**src/rtl/simt_alu_issuer.sv**
```systemverilog
`default_nettype none
// ============================================================================
// Module  : simt_alu_issuer
// Purpose : Two-state issuer driving an external combinational ALU; results
//           are queued with the caller tag in an RSP_DEPTH-entry response FIFO.
//           Optional SIMT_ALU_ISSUER_PERF_EN adds saturating accept/stall counters.
// Revision: 1.0 - initial release
// ============================================================================
module simt_alu_issuer #(
  parameter int RSP_DEPTH = 4
) (
  input  logic        clk,
  input  logic        rst_n,
  input  logic        req_valid,
  output logic        req_ready,
  input  logic [3:0]  req_opcode,
  input  logic [3:0]  req_a,
  input  logic [3:0]  req_b,
  input  logic [1:0]  req_tag,
  output logic [3:0]  alu_a,
  output logic [3:0]  alu_b,
  output logic [3:0]  alu_opcode,
  input  logic [3:0]  alu_result,
  input  logic        alu_zero,
  output logic        rsp_valid,
  input  logic        rsp_ready,
  output logic [3:0]  rsp_result,
  output logic        rsp_zero,
  output logic [1:0]  rsp_tag
`ifdef SIMT_ALU_ISSUER_PERF_EN
  ,
  output logic [15:0] perf_issued,
  output logic [15:0] perf_stall
`endif
);

  localparam int c_PTR_W = (RSP_DEPTH > 1) ? $clog2(RSP_DEPTH) : 1;
  localparam int c_CNT_W = c_PTR_W + 1;
  localparam logic [c_CNT_W-1:0] c_DEPTH = c_CNT_W'(RSP_DEPTH);

  typedef enum logic [0:0] {
    S_IDLE = 1'b0,
    S_EXEC = 1'b1
  } state_t;

  state_t               r_state;
  logic [3:0]           r_alu_a;
  logic [3:0]           r_alu_b;
  logic [3:0]           r_alu_op;
  logic [1:0]           r_tag;
  logic [c_PTR_W-1:0]   r_wr_ptr;
  logic [c_PTR_W-1:0]   r_rd_ptr;
  logic [c_CNT_W-1:0]   r_count;
  logic [6:0]           r_mem [RSP_DEPTH];

  logic                 w_accept;
  logic                 w_push;
  logic                 w_pop;
  logic [6:0]           w_head;

  // Ready is forced low while reset is held so no accept can be seen then.
  assign req_ready = rst_n && (r_state == S_IDLE) && (r_count < c_DEPTH);
  assign w_accept  = req_valid && req_ready;
  assign w_push    = (r_state == S_EXEC);
  assign rsp_valid = (r_count != '0);
  assign w_pop     = rsp_valid && rsp_ready;
  assign w_head    = r_mem[r_rd_ptr];

  assign rsp_result = rsp_valid ? w_head[6:3] : 4'h0;
  assign rsp_zero   = rsp_valid ? w_head[2]   : 1'b0;
  assign rsp_tag    = rsp_valid ? w_head[1:0] : 2'h0;

  assign alu_a      = r_alu_a;
  assign alu_b      = r_alu_b;
  assign alu_opcode = r_alu_op;

  always_ff @(posedge clk or negedge rst_n) begin
    if (!rst_n) begin
      r_state  <= S_IDLE;
      r_alu_a  <= 4'h0;
      r_alu_b  <= 4'h0;
      r_alu_op <= 4'h0;
      r_tag    <= 2'h0;
      r_wr_ptr <= '0;
      r_rd_ptr <= '0;
      r_count  <= '0;
    end else begin
      case (r_state)
        S_IDLE: begin
          if (w_accept) begin
            r_alu_a  <= req_a;
            r_alu_b  <= req_b;
            r_alu_op <= req_opcode;
            r_tag    <= req_tag;
            r_state  <= S_EXEC;
          end
        end
        S_EXEC: begin
          r_state <= S_IDLE;
        end
        default: r_state <= S_IDLE;
      endcase

      // The full check at accept means a push never lands on a full FIFO.
      if (w_push) r_wr_ptr <= r_wr_ptr + c_PTR_W'(1);
      if (w_pop)  r_rd_ptr <= r_rd_ptr + c_PTR_W'(1);
      case ({w_push, w_pop})
        2'b10:   r_count <= r_count + c_CNT_W'(1);
        2'b01:   r_count <= r_count - c_CNT_W'(1);
        default: r_count <= r_count;
      endcase
    end
  end

  always_ff @(posedge clk) begin
    if (w_push) r_mem[r_wr_ptr] <= {alu_result, alu_zero, r_tag};
  end

`ifdef SIMT_ALU_ISSUER_PERF_EN
  logic [15:0] r_perf_issued;
  logic [15:0] r_perf_stall;

  always_ff @(posedge clk or negedge rst_n) begin
    if (!rst_n) begin
      r_perf_issued <= 16'h0;
      r_perf_stall  <= 16'h0;
    end else begin
      if (w_accept && (r_perf_issued != 16'hFFFF))
        r_perf_issued <= r_perf_issued + 16'd1;
      if (req_valid && !req_ready && (r_perf_stall != 16'hFFFF))
        r_perf_stall <= r_perf_stall + 16'd1;
    end
  end

  assign perf_issued = r_perf_issued;
  assign perf_stall  = r_perf_stall;
`endif

endmodule
`default_nettype wire

```
**config.mk**
```make
export PLATFORM = sky130hd
export DESIGN_NAME = simt_alu_issuer
export DESIGN_NICKNAME = d
export VERILOG_FILES = /design/src/rtl/simt_alu_issuer.sv
export SDC_FILE = /design/constraint.sdc
export NUM_CORES = 1
export LEC_CHECK = 0
export BUFFER_PORTS_ARGS = -buffer_cell sky130_fd_sc_hd__buf_2
export CAP_MARGIN = 20
export CORE_MARGIN = 4
export CORE_UTILIZATION = 38
export DETAILED_ROUTE_END_ITERATION = 7
export PLACE_DENSITY = 0.64
export SLEW_MARGIN = 40
export SYNTH_ARGS = -nofsm -noshare
export SYNTH_HDL_FRONTEND = slang
export SYNTH_SLANG_ARGS = --single-unit
```
**constraint.sdc**
```tcl
create_clock -name clk -period 2.4 [get_ports clk]
set_input_delay 0.36 -clock clk [delete_from_list [all_inputs] [get_ports clk]]
set_output_delay 0.36 -clock clk [all_outputs]
set_load 0.1 [all_outputs]
```
# Yosys cells after proc, flatten, opt, wreduce, memory -nomap -nowiden

Memory sizes are Yosys's and may differ from the RTL's.
Cells that the tools add are included.

Latch bits: 0
Output and inout bits: 21
Logic and storage cells: 32
Input bits: 23
Flip-flop bits (word level): 22
Memory bits (read-only): 0
RAM bits: 28
Memories: 1

Memory list:

| name  | depth | bits a word | read ports | clocked after memory_dff | write ports | RTL line | RTL |
|---|---|---|---|---|---|---|---|
| r_mem | 4     | 7           | 1          | 0                        | 1           | 54       | `logic [6:0] r_mem [RSP_DEPTH];` |

Reduce and logical (&&, ||, !) cells: 7
Bitwise logic cells: 1
Add/sub/neg operators: 4
$lt $le $gt $ge: 1
Eq/ne operators: 2
Multipliers: 0
Shifts and indexed selects: 0
Div/mod/pow operators: 0
Multiplexer cells: 8

Operator list:

| kind                | number |
|---|---|
| $pmux 3 s2          | 1 |
| $add 2x1->2 const B | 2 |
| $logic_and 1x1->1   | 4 |
| $mux 1              | 4 |
| $mux 4              | 1 |
| $add 3x1->3 const B | 1 |
| $lt 3x3->1 const B  | 1 |
| $reduce_bool 3->1   | 1 |
| $sub 3x1->3 const B | 1 |
| $eq 2x1->1 const B  | 1 |
| $eq 2x2->1 const B  | 1 |
| $mux 2              | 1 |
| $pmux 1 s2          | 1 |
| $reduce_and 2->1    | 1 |
| $reduce_bool 2->1   | 1 |
| $not 1->1           | 1 |

# Longest topological paths before layout

Depth in word-level cells: 6
Mapped depth: 9
Depth with buffers taken out: 8

# Worst setup path before layout

OpenSTA, ideal clock, no wires.

Path kind: reg2reg
Start: register r_state
End: register r_alu_a[0] (netlist: alu_a[0])
Slack: 112 ps
Buffers on the path: 3
Setup time: 126 ps
Cell stages (with the launch flop): 7
Arrival: 2161 ps
Period minus slack after synthesis: 2288 ps
Data required time: 2274 ps
Cell sequence: dfrtp_1 -> buf_6 -> nor3b_4 -> and2_4 -> buf_8 -> buf_12 -> mux2_4

Word-level cells in the longest chain between the ends: 5

Ends and longest elaborated chain:

| what                           | RTL line | RTL |
|---|---|---|
| from (decl)                    | 46       | `state_t r_state;` |
| from (signal assigned)         | 79       | `r_state <= S_IDLE;` |
| from (signal assigned)         | 95       | `r_state <= S_EXEC;` |
| from (signal assigned)         | 99       | `r_state <= S_IDLE;` |
| $not 1->1                      | -        |  |
| $logic_and 1x1->1 (2 in a row) | 62       | `assign req_ready = rst_n && (r_state == S_IDLE) && (r_count < c_DEPTH);` |
| named net req_ready            | 15       | `output logic req_ready,` |
| $logic_and 1x1->1              | 63       | `assign w_accept = req_valid && req_ready;` |
| $reduce_and 2->1 (no line)     | -        |  |
| to (signal assigned)           | 91       | `r_alu_a <= req_a;` |
| to (decl)                      | 47       | `logic [3:0] r_alu_a;` |

The timed path passes the listed nets, and every way through them passes these cells.
A chain may end at the register's enable or synchronous reset.

# Worst setup path after layout

Start: register r_rd_ptr[0]
End: output port rsp_zero

Word-level cells in the longest chain between the ends: 2

Ends and longest elaborated chain:

| what                   | RTL line | RTL |
|---|---|---|
| from (decl)            | 52       | `logic [c_PTR_W-1:0] r_rd_ptr;` |
| from (signal assigned) | 106      | `if (w_pop) r_rd_ptr <= r_rd_ptr + c_PTR_W'(1);` |
| $mem_v2 4x7            | -        |  |
| $mux 1                 | 70       | `assign rsp_zero = rsp_valid ? w_head[2] : 1'b0;` |
| to (decl)              | 28       | `output logic rsp_zero,` |

Every way passes these cells.

==> key figures <==
Critical path
  • Data arrival time of the critical path: between 1500 and 2000 ps
  • Type of origin of the critical path: flop
  • Critical Path RT: between 2000 and 2500 ps
  • Worst Setup Path Type: reg -> out
  • CP Max Fanout: 9
  • Crit end category: output pin

Detailed routing
  • # DRC: 0
  • Post-DRT Antenna Nets: 0
  • Via density per instance: around 4.6
  • Avg WL per Cell: 14.54 um
  • Initial DRC Count: 45
  • DR vias: 1083
  • Final wirelength: about 3400 um
  • First-pass DRT Iterations: 4

Die
  • Core area: between 5000 and 6000 um2
  • Top Ports: 44
  • Die ar.: about 6800 um2
  • FP Rows: 26
  • Initial core utilization: between 40% and 50%
  • Horiz. Die Dim: a little over 80 um
  • Die H: between 80 and 90 um

GRT
  • Global router's overall resource usage: ~11%
  • First-pass GRT wire length: 5789 um
  • Largest net degree at the start of global routing: 23
  • Initial antenna violation count: 0
  • Vias in the first global route: 1261
  • GRT Residual Overflow: 0

Flow run
  • Number of max-cap violations: 0

Cells and area
  • Area Overhead vs Synth: 16.64%
  • Layout Nets: about 190
  • Non-Filler Instances: 233
  • Number of diodes: 0
  • Share of layout cells above drive strength 1: 49.69%

STA
  • Fmax: 455.8 MHz
  • Final WS setup: roughly 210 ps
  • RSZ-0062 raised after global routing: no
  • Fin Setup TNS: 0 ps
  • Endpoints failing setup: 0
  • Max Slew Vio Count: 0
  • Period minus WS final: about 2200 ps
  • Final hold violations: 0
  • Worst hold margin: roughly 41 ps
  • Worst-margin pin slew: approximately 490 ps
  • Clock skew: 6.445 ps
  • Period utilization: between 90 and 100%
  • Slew Limit Headroom: 67.57%

CTS
  • CTS tree: built
  • Post-CTS setup buffers: 0
  • H-tree Lvls: 2
  • Clock Path Buffers: 2
  • Post-CTS Hold Buffers: 0
  • Clk sinks: 50
  • Clock root buffer: clkbuf_8
  • Worst skew pair latency: around 300 ps
  • Inserted Clock Buffers: 5
  • Clk pin slew, worst setup/hold paths: 90 ps

Synthesis
  • Yosys warns: 0
  • Post-synth EDFFs: 28
  • Synth Area per Inst: around 18 um2
  • Asr flop ratio synth: 44.00%
  • Leading area contributor after synthesis: edfxtp_1
  • Synth Register Bits: 50
  • Synthesized Nets: approximately 150
  • Synthesized instance count: approximately 120
  • Prevailing post-synth register cell: edfxtp_1
  • Mapped Area: about 2100 um2
  • Register area share after synthesis: between 60% and 70%
  • Synth top area share: roughly two fifths
  • Synth cell types: 24
  • Synth area leaders: edfxtp_1 (40%), dfrtp_1 (26%), mux4_2 (7.5%)

Place
  • Placed Cells: ~230
  • Global placement routability congestion: 0.6989
  • Final HPWL DP: ~2500 um
  • PortBufs: between 40 and 50
  • Dpl ws: approximately 330 ps

Run status
  • Status: finished clean

Min path
  • Worst min path class: in -> async
[metal layers]
layer	vias to the layer above	track usage, %	routed length (um)
li1	499	-	-
met1	535	12.78	1432
met2	44	20.59	1620
met3	5	3.905	295
met4	0	3.488	40
met5	-	0	0
[worst max-delay path, stage by stage (launching register included)]
cell and delay, ps:
dfrtp_2 540, mux4_2 540, and2_1 170, buf_2 280
[synth_stat cells (2+ instances only)]
cell	number
inv_1	6
ha_1	5
and2_1	8
dfrtp_1	22
xnor2_1	2
o21ai_0	2
xor2_1	4
edfxtp_1	28
buf_2	2
mux2_2	5
mux4_2	7
nand2_1	2
and2_2	4
mux2_4	9
[sequential cells by signal, indices dropped and copies added (netlist names)]
name	count
alu_a	4
alu_b	4
alu_opcode	4
r_count	3
r_mem	28
r_rd_ptr	2
r_state	1
r_tag	2
r_wr_ptr	2
[metrics by stage]
step,instance area [um2],utilization [%]
2_1_floorplan,2098,-
3_3_place_gp,2356,44.98
3_5_place_dp,2356,44.98
4_1_cts,2447,46.73
5_1_grt,2447,46.73
6_report,2447,46.73
[path summary, 6_finish.rpt]
kind | startpoint | end | slack [ps] | depth (start not counted)
worst max-delay path | r_rd_ptr[0]$_DFFE_PN0N_ | rsp_zero | 210 | 3
worst min register to register | r_tag[0]$_DFFE_PN0P_ | r_mem[0][0]$_DFFE_PP_ | 510 | 0
max in group asynchronous | rst_n | r_rd_ptr[0]$_DFFE_PN0N_ | 2120 | 2
worst min-delay path | rst_n | alu_b[2]$_DFFE_PN0P_ | 40 | 2
min in group clk | alu_result[0] | r_mem[2][3]$_DFFE_PP_ | 280 | 1
worst max register to register | r_count[2]$_DFFE_PN0P_ | r_count[1]$_DFFE_PN0P_ | 450 | 6
[cells by family after synthesis]
group | share of synthesized area, %
flops | 66.31
buf+inv | 3.935
simple gates | 6.202
mux | 16.64
xor+xnor | 2.504
fa+ha+maj | 3.936
compound gates | 0.4771
[layout make-up]
class	instances	area, um2
flip-flops and latches	50	1393
well taps	70	87.58
inverters	6	22.52
clock inverters	3	21.27
multi-input cells	54	624.3
fillers	452	2790
repair buffers	45	230.2
clock buffers	5	68.82
[what timing repair did]
item | in CTS | in global routing
hold endpoints to repair | 0 | 0
setup endpoints to repair | 1 | 0
gates resized for setup | 1 | 0
[cells in the final DEF (no fill, tap or decap), types with 2 or more instances in the layout]
master    instances
ha_1              5
mux4_2            7
inv_1             6
mux2_4            9
buf_2            43
clkbuf_8          5
nand2_1           2
xor2_1            4
and2_2            4
mux2_2            5
xnor2_1           2
edfxtp_1         28
and2_1            8
o21ai_0           2
dfrtp_1          21
buf_4             2
Power is not shown: default switching activity piles up to over one toggle a cycle in this logic, so the estimate is an artifact.
